==> config.mk <==
export PLATFORM = sky130hd
export DESIGN_NAME = instruction_sequencer
export DESIGN_NICKNAME = d
export VERILOG_FILES = /design/src/rtl/nano_pkg.sv /design/src/rtl/load_register.sv /design/src/rtl/instruction_sequencer.sv
export SDC_FILE = /design/constraint.sdc
export NUM_CORES = 1
export LEC_CHECK = 0
export CELL_PAD_IN_SITES_DETAIL_PLACEMENT = 0
export CELL_PAD_IN_SITES_GLOBAL_PLACEMENT = 1
export CORE_ASPECT_RATIO = 1.4
export CORE_UTILIZATION = 26
export CTS_CLUSTER_DIAMETER = 200
export DETAILED_ROUTE_END_ITERATION = 6
export PLACE_DENSITY_LB_ADDON = 0.2
export SYNTH_ARGS = -nofsm -noshare
export SYNTH_HDL_FRONTEND = slang
export SYNTH_SLANG_ARGS = --single-unit
==> constraint.sdc <==
create_clock -name clock -period 1.4 [get_ports clock]
set_input_delay 0.28 -clock clock [delete_from_list [all_inputs] [get_ports clock]]
set_output_delay 0.28 -clock clock [all_outputs]
set_load 0.05 [all_outputs]
==> src/rtl/nano_pkg.sv <==
// Purpose: shared types and constants for the NanoProcessor control path.
// Latency: none (declarations only).
// Backpressure: none (declarations only).
// Contents: sequencer state enum, opcodes, bus-select codes, instruction field positions.
package nano_pkg;

    typedef enum logic [2:0] {
        ST_IDLE  = 3'd0,
        ST_FETCH = 3'd1,
        ST_T1    = 3'd2,
        ST_T2    = 3'd3,
        ST_T3    = 3'd4
    } state_t;

    localparam logic [2:0] OP_MV  = 3'b000;
    localparam logic [2:0] OP_MVI = 3'b001;
    localparam logic [2:0] OP_ADD = 3'b010;
    localparam logic [2:0] OP_SUB = 3'b011;
    localparam logic [2:0] OP_JMP = 3'b100;
    localparam logic [2:0] OP_JNZ = 3'b101;

    localparam logic [3:0] SEL_G   = 4'd8;
    localparam logic [3:0] SEL_DIN = 4'd9;

    // Instruction word layout: {op[2:0], rx[2:0], ry[2:0]} in the low 9 bits.
    localparam int OP_MSB = 8;
    localparam int OP_LSB = 6;
    localparam int RX_MSB = 5;
    localparam int RX_LSB = 3;
    localparam int RY_MSB = 2;
    localparam int RY_LSB = 0;

    function automatic logic [7:0] reg_onehot(input logic [2:0] idx);
        return 8'b0000_0001 << idx;
    endfunction

endpackage

==> src/rtl/load_register.sv <==
// Purpose: W-bit register with synchronous reset and load enable (IR here, A/G in the datapath).
// Latency: 1 cycle from load to q.
// Backpressure: none; q holds its value whenever load is low.
// Ports: clock, sreset (sync, active-high), load, d[W-1:0] -> q[W-1:0].
module load_register #(
    parameter int W = 9
) (
    input  logic         clock,
    input  logic         sreset,
    input  logic         load,
    input  logic [W-1:0] d,
    output logic [W-1:0] q
);

    always_ff @(posedge clock) begin
        if (sreset) begin
            q <= '0;
        end else if (load) begin
            q <= d;
        end
    end

endmodule

==> src/rtl/instruction_sequencer.sv <==
// Purpose: fetch/decode/execute control FSM; sole master of the program counter.
// Latency: FETCH to done is 2 cycles (mv/mvi/jmp/jnz/nop) or 4 cycles (add/sub).
// Backpressure: none; run gates entry from IDLE and continuation after each done.
// Ports: clock, sreset, run, instr, bus_value, g_zero in; PC controls (pc_count_enable,
//        pc_sload, pc_data), datapath controls (reg_write, bus_sel, a_load, g_load, alu_sub), done out.
module instruction_sequencer
    import nano_pkg::*;
#(
    parameter int N = 4,
    parameter int W = 9
) (
    input  logic         clock,
    input  logic         sreset,
    input  logic         run,
    input  logic [W-1:0] instr,
    input  logic [W-1:0] bus_value,
    input  logic         g_zero,
    output logic         pc_count_enable,
    output logic         pc_sload,
    output logic [N-1:0] pc_data,
    output logic [7:0]   reg_write,
    output logic [3:0]   bus_sel,
    output logic         a_load,
    output logic         g_load,
    output logic         alu_sub,
    output logic         done
);

    state_t       state;
    state_t       state_nxt;
    logic         ir_load;
    logic [W-1:0] ir;
    logic [2:0]   op;
    logic [2:0]   rx;
    logic [2:0]   ry;

    // Upper instruction bits and upper bus bits are deliberately ignored.
    logic unused_bits;
    assign unused_bits = ^{ir, bus_value};

    load_register #(.W(W)) u_ir (
        .clock  (clock),
        .sreset (sreset),
        .load   (ir_load),
        .d      (instr),
        .q      (ir)
    );

    assign op = ir[OP_MSB:OP_LSB];
    assign rx = ir[RX_MSB:RX_LSB];
    assign ry = ir[RY_MSB:RY_LSB];

    always_ff @(posedge clock) begin
        if (sreset) begin
            state <= ST_IDLE;
        end else begin
            state <= state_nxt;
        end
    end

    always_comb begin
        state_nxt       = state;
        ir_load         = 1'b0;
        pc_count_enable = 1'b0;
        pc_sload        = 1'b0;
        pc_data         = '0;
        reg_write       = '0;
        bus_sel         = '0;
        a_load          = 1'b0;
        g_load          = 1'b0;
        alu_sub         = 1'b0;
        done            = 1'b0;

        case (state)
            ST_IDLE: begin
                state_nxt = run ? ST_FETCH : ST_IDLE;
            end

            ST_FETCH: begin
                // instr is the word at the current PC; advancing the PC here makes
                // the following word (mvi immediate or next opcode) visible in T1.
                ir_load         = 1'b1;
                pc_count_enable = 1'b1;
                state_nxt       = ST_T1;
            end

            ST_T1: begin
                case (op)
                    OP_MV: begin
                        bus_sel   = {1'b0, ry};
                        reg_write = reg_onehot(rx);
                        done      = 1'b1;
                    end
                    OP_MVI: begin
                        // The immediate sits at the current PC; step past it.
                        bus_sel         = SEL_DIN;
                        reg_write       = reg_onehot(rx);
                        pc_count_enable = 1'b1;
                        done            = 1'b1;
                    end
                    OP_ADD, OP_SUB: begin
                        bus_sel = {1'b0, rx};
                        a_load  = 1'b1;
                    end
                    OP_JMP: begin
                        bus_sel  = {1'b0, ry};
                        pc_sload = 1'b1;
                        pc_data  = bus_value[N-1:0];
                        done     = 1'b1;
                    end
                    OP_JNZ: begin
                        bus_sel = {1'b0, ry};
                        if (!g_zero) begin
                            pc_sload = 1'b1;
                            pc_data  = bus_value[N-1:0];
                        end
                        done = 1'b1;
                    end
                    default: begin
                        done = 1'b1;
                    end
                endcase

                if (op == OP_ADD || op == OP_SUB) begin
                    state_nxt = ST_T2;
                end else begin
                    state_nxt = run ? ST_FETCH : ST_IDLE;
                end
            end

            ST_T2: begin
                bus_sel   = {1'b0, ry};
                g_load    = 1'b1;
                alu_sub   = (op == OP_SUB);
                state_nxt = ST_T3;
            end

            ST_T3: begin
                bus_sel   = SEL_G;
                reg_write = reg_onehot(rx);
                done      = 1'b1;
                state_nxt = run ? ST_FETCH : ST_IDLE;
            end

            default: begin
                state_nxt = ST_IDLE;
            end
        endcase
    end

endmodule

==> impl_metrics.env <==
export IMPL_fin_skew_ns=0.007468
export IMPL_drt_iter0_drc=12
export IMPL_end_kind="primary output"
export IMPL_synth_top_cells_by_area="dfxtp_1 32%, mux2i_1 15%, nor2_1 6.0%, and2_1 4.1%, nor3b_1 3.0%"
export IMPL_tightest_slew_ns=0.4182
export IMPL_synthFlopType="dfxtp_1"
export IMPL_r2r_cells=8
export IMPL_hpwlAfterDp_um=1966
export IMPL_overflow=0
export IMPL_register_area_sq_um=257.7
export IMPL_crit_arrival_ns=1.58
export IMPL_routabilityCongestion=0.7581
export IMPL_wl_per_cell_um=14.36
export IMPL_total_leakage_power_nw=0.7712
export IMPL_yosysSeqAreaShare_pct=31.79
export IMPL_fin_setup_tns_ns=-9.188
export IMPL_root_buffer="clkbuf_4"
export IMPL_ant_nets=0
export IMPL_required_ns=1.12
export IMPL_core_area_sq_mm=0.002698
export IMPL_synth_edf_count=0
export IMPL_grt_max_degree=12
export IMPL_place_area_sq_mm=0.001664
export IMPL_synthTopCellsByCount="12 x dfxtp_1, 12 x nor2_1, 11 x mux2i_1, 5 x and2_1"
export IMPL_finalMaxSlewViolations=0
export IMPL_drt_first_pass_iters=4
export IMPL_fin_crit_ns=1.858
export IMPL_fin_crit_sh_pct=132.7
export IMPL_fp_dieArea_sq_mm=0.003129
export IMPL_n_antenna_cell=0
export IMPL_vias=917
export IMPL_ios=44
export IMPL_clk_latency_ns=0.27
export IMPL_hold_viol=0
export IMPL_reg2reg_to="u_ir.q[4]"
export IMPL_grt_pass1_vias=976
export IMPL_final_area_sq_mm=0.001927
export IMPL_yosysUniqueCellTypes=32
export IMPL_slew_limit_headroom_pct=71.40
export IMPL_cts_buffers_inserted=3
export IMPL_multiInputGateArea_sq_um=723.2
export IMPL_setup_viol=31
export IMPL_outcome="finished with violations"
export IMPL_wirelength_um=2772
export IMPL_synthCells=86
export IMPL_synth_top_area_share_pct=31.79
export IMPL_p_per_area_mw_per_mm2=512.0
export IMPL_drive_above_1_share_pct=64.97
export IMPL_rows=22
export IMPL_synth_seq_cells=12
export IMPL_irDropWorstVdd_v=0.0006603
export IMPL_path_class="reg -> out"
export IMPL_violations="setup timing"
export IMPL_clockBufferDepth=2
export IMPL_io_buffer_count=38
export IMPL_r2r_slack_ns=-0.11
export IMPL_clkSlewWorstSetupHoldPaths_ns=0.09
export IMPL_syn_cell_area_sq_um=755.7
export IMPL_synth_nets=108
export IMPL_dp_worst_setup_slack_ns=-0.4810
export IMPL_hold_depth=2
export IMPL_cts_max_level=1
export IMPL_antenna_found_initial=0
export IMPL_rsz0062_at_grt="yes"
export IMPL_drc_errors=0
export IMPL_async_reset_ff_share_pct=0
export IMPL_crit_start="state[2]"
export IMPL_grt_use_total_pct=19.81
export IMPL_worstHoldPathType="reg -> reg"
export IMPL_crit_path_start_kind="flop"
export IMPL_ys_warn_count=0
export IMPL_grt_pass1_wl_um=4388
export IMPL_setup_ws_ns=-0.4575
export IMPL_post_route_util_pct=71.43
export IMPL_syn_avg_cell_area_sq_um=8.788
export IMPL_instances_no_fill=193
export IMPL_clock_sinks=12
export IMPL_dieHeight_um=65.79
export IMPL_dp_cells=181
export IMPL_cts_tree="built"
export IMPL_fill_cells=215
export IMPL_yosysTopAreaCell="dfxtp_1"
export IMPL_r2r_start="state[2]"
export IMPL_viasPerCell=4.751
export IMPL_fin_nets=180
export IMPL_max_freq_ghz=0.5384
export IMPL_start_util_pct=28.01
export IMPL_whs_ns=0.5113
export IMPL_synthToLayoutAreaGrowth_pct=155.0
export IMPL_crit_end="reg_write[0]"
export IMPL_p_total_uw=986.5
export IMPL_maxCapViolations=0
export IMPL_cts_hold_buf=0
export IMPL_path_max_fanout=4
export IMPL_die_w_um=47.57
[where the power goes]
part	leakage [nW]	total (mW)	switching, mW	internal, mW
clock network	0.0210	0.280	0.122	0.158
registers	0.102	0.373	0.0203	0.353
logic	0.648	0.333	0.148	0.185
[worst min-delay path by stage]
stage                    from         to  slack [ns]
global route        u_ir.q[2]  u_ir.q[2]        0.56
floorplan              sreset   state[2]        0.34
detailed placement   state[2]   state[1]        0.46
finish              u_ir.q[1]  u_ir.q[1]        0.51
CTS                 u_ir.q[2]  u_ir.q[2]        0.52
global placement     state[2]   state[1]        0.46
[layout by cell type (no fill, tap or decap), drive strengths merged]
cell           Yosys  final
and2               5      5
nand2              2      2
a21oi              2      2
a31oi              3      3
dlygate4sd2        0      1
mux2i             11     11
o21bai             1      1
nor4b              1      1
inv                2      2
nor4bb             1      1
clkbuf             4      4
a21bo              1      1
nand3b             1      1
nor3               5      5
a21o               1      1
nand2b             3      3
and2b              1      1
nor4               3      3
and3               1      1
dfxtp             12     12
nor3b              4      4
o21ai              1      1
or3                1      1
a2111oi            1      1
buf                2     57
nor2b              3      3
nor2              12     12
a32o               2      2
clkdlybuf4s50      0     15
[cell type report]
class	instances	share of cell area [%]
repair buffers	73	44.48
multi-input cells	66	37.53
flip-flops and latches	12	13.38
well taps	36	2.338
clock buffers	4	1.883
inverters	2	0.3896
[critical path: stages, from the launching register on]
cell and delay, ns:
dfxtp_4 0.36, and2b_2 0.24, a31oi_4 0.13, buf_12 0.17, nor4b_4 0.22, buf_6 0.19
[flip-flops by register name, indices dropped and copies added (netlist names)]
name	flops
u_ir.q	9
state	3
[per-layer routing]
layer | part of all wire (%) | global-route usage, % | wire length (um)
met3 | 5.2 | 3.825 | 143
met1 | 39 | 22.35 | 1075
met4 | 0.79 | 6.944 | 22
met2 | 55 | 35.10 | 1531
met5 | 0 | 0 | 0
[kinds of logic (layout without fill, tap and decap cells)]
group	count (synthesis)	count (layout)	synth area share, %
and+or+nand+nor	43	43	35.43
AOI/OAI and AO/OA	12	12	13.58
DFF	12	12	31.79
muxes	11	11	14.57
buffers and inverters	8	79	4.635
[repair_timing]
action                     in CTS  in global routing
setup endpoints to repair      22                 31
resized for setup              36                  9
buffers inserted                9                  3
pin swaps                      12                 15
Note: power is estimated with default switching activity, not from simulation.
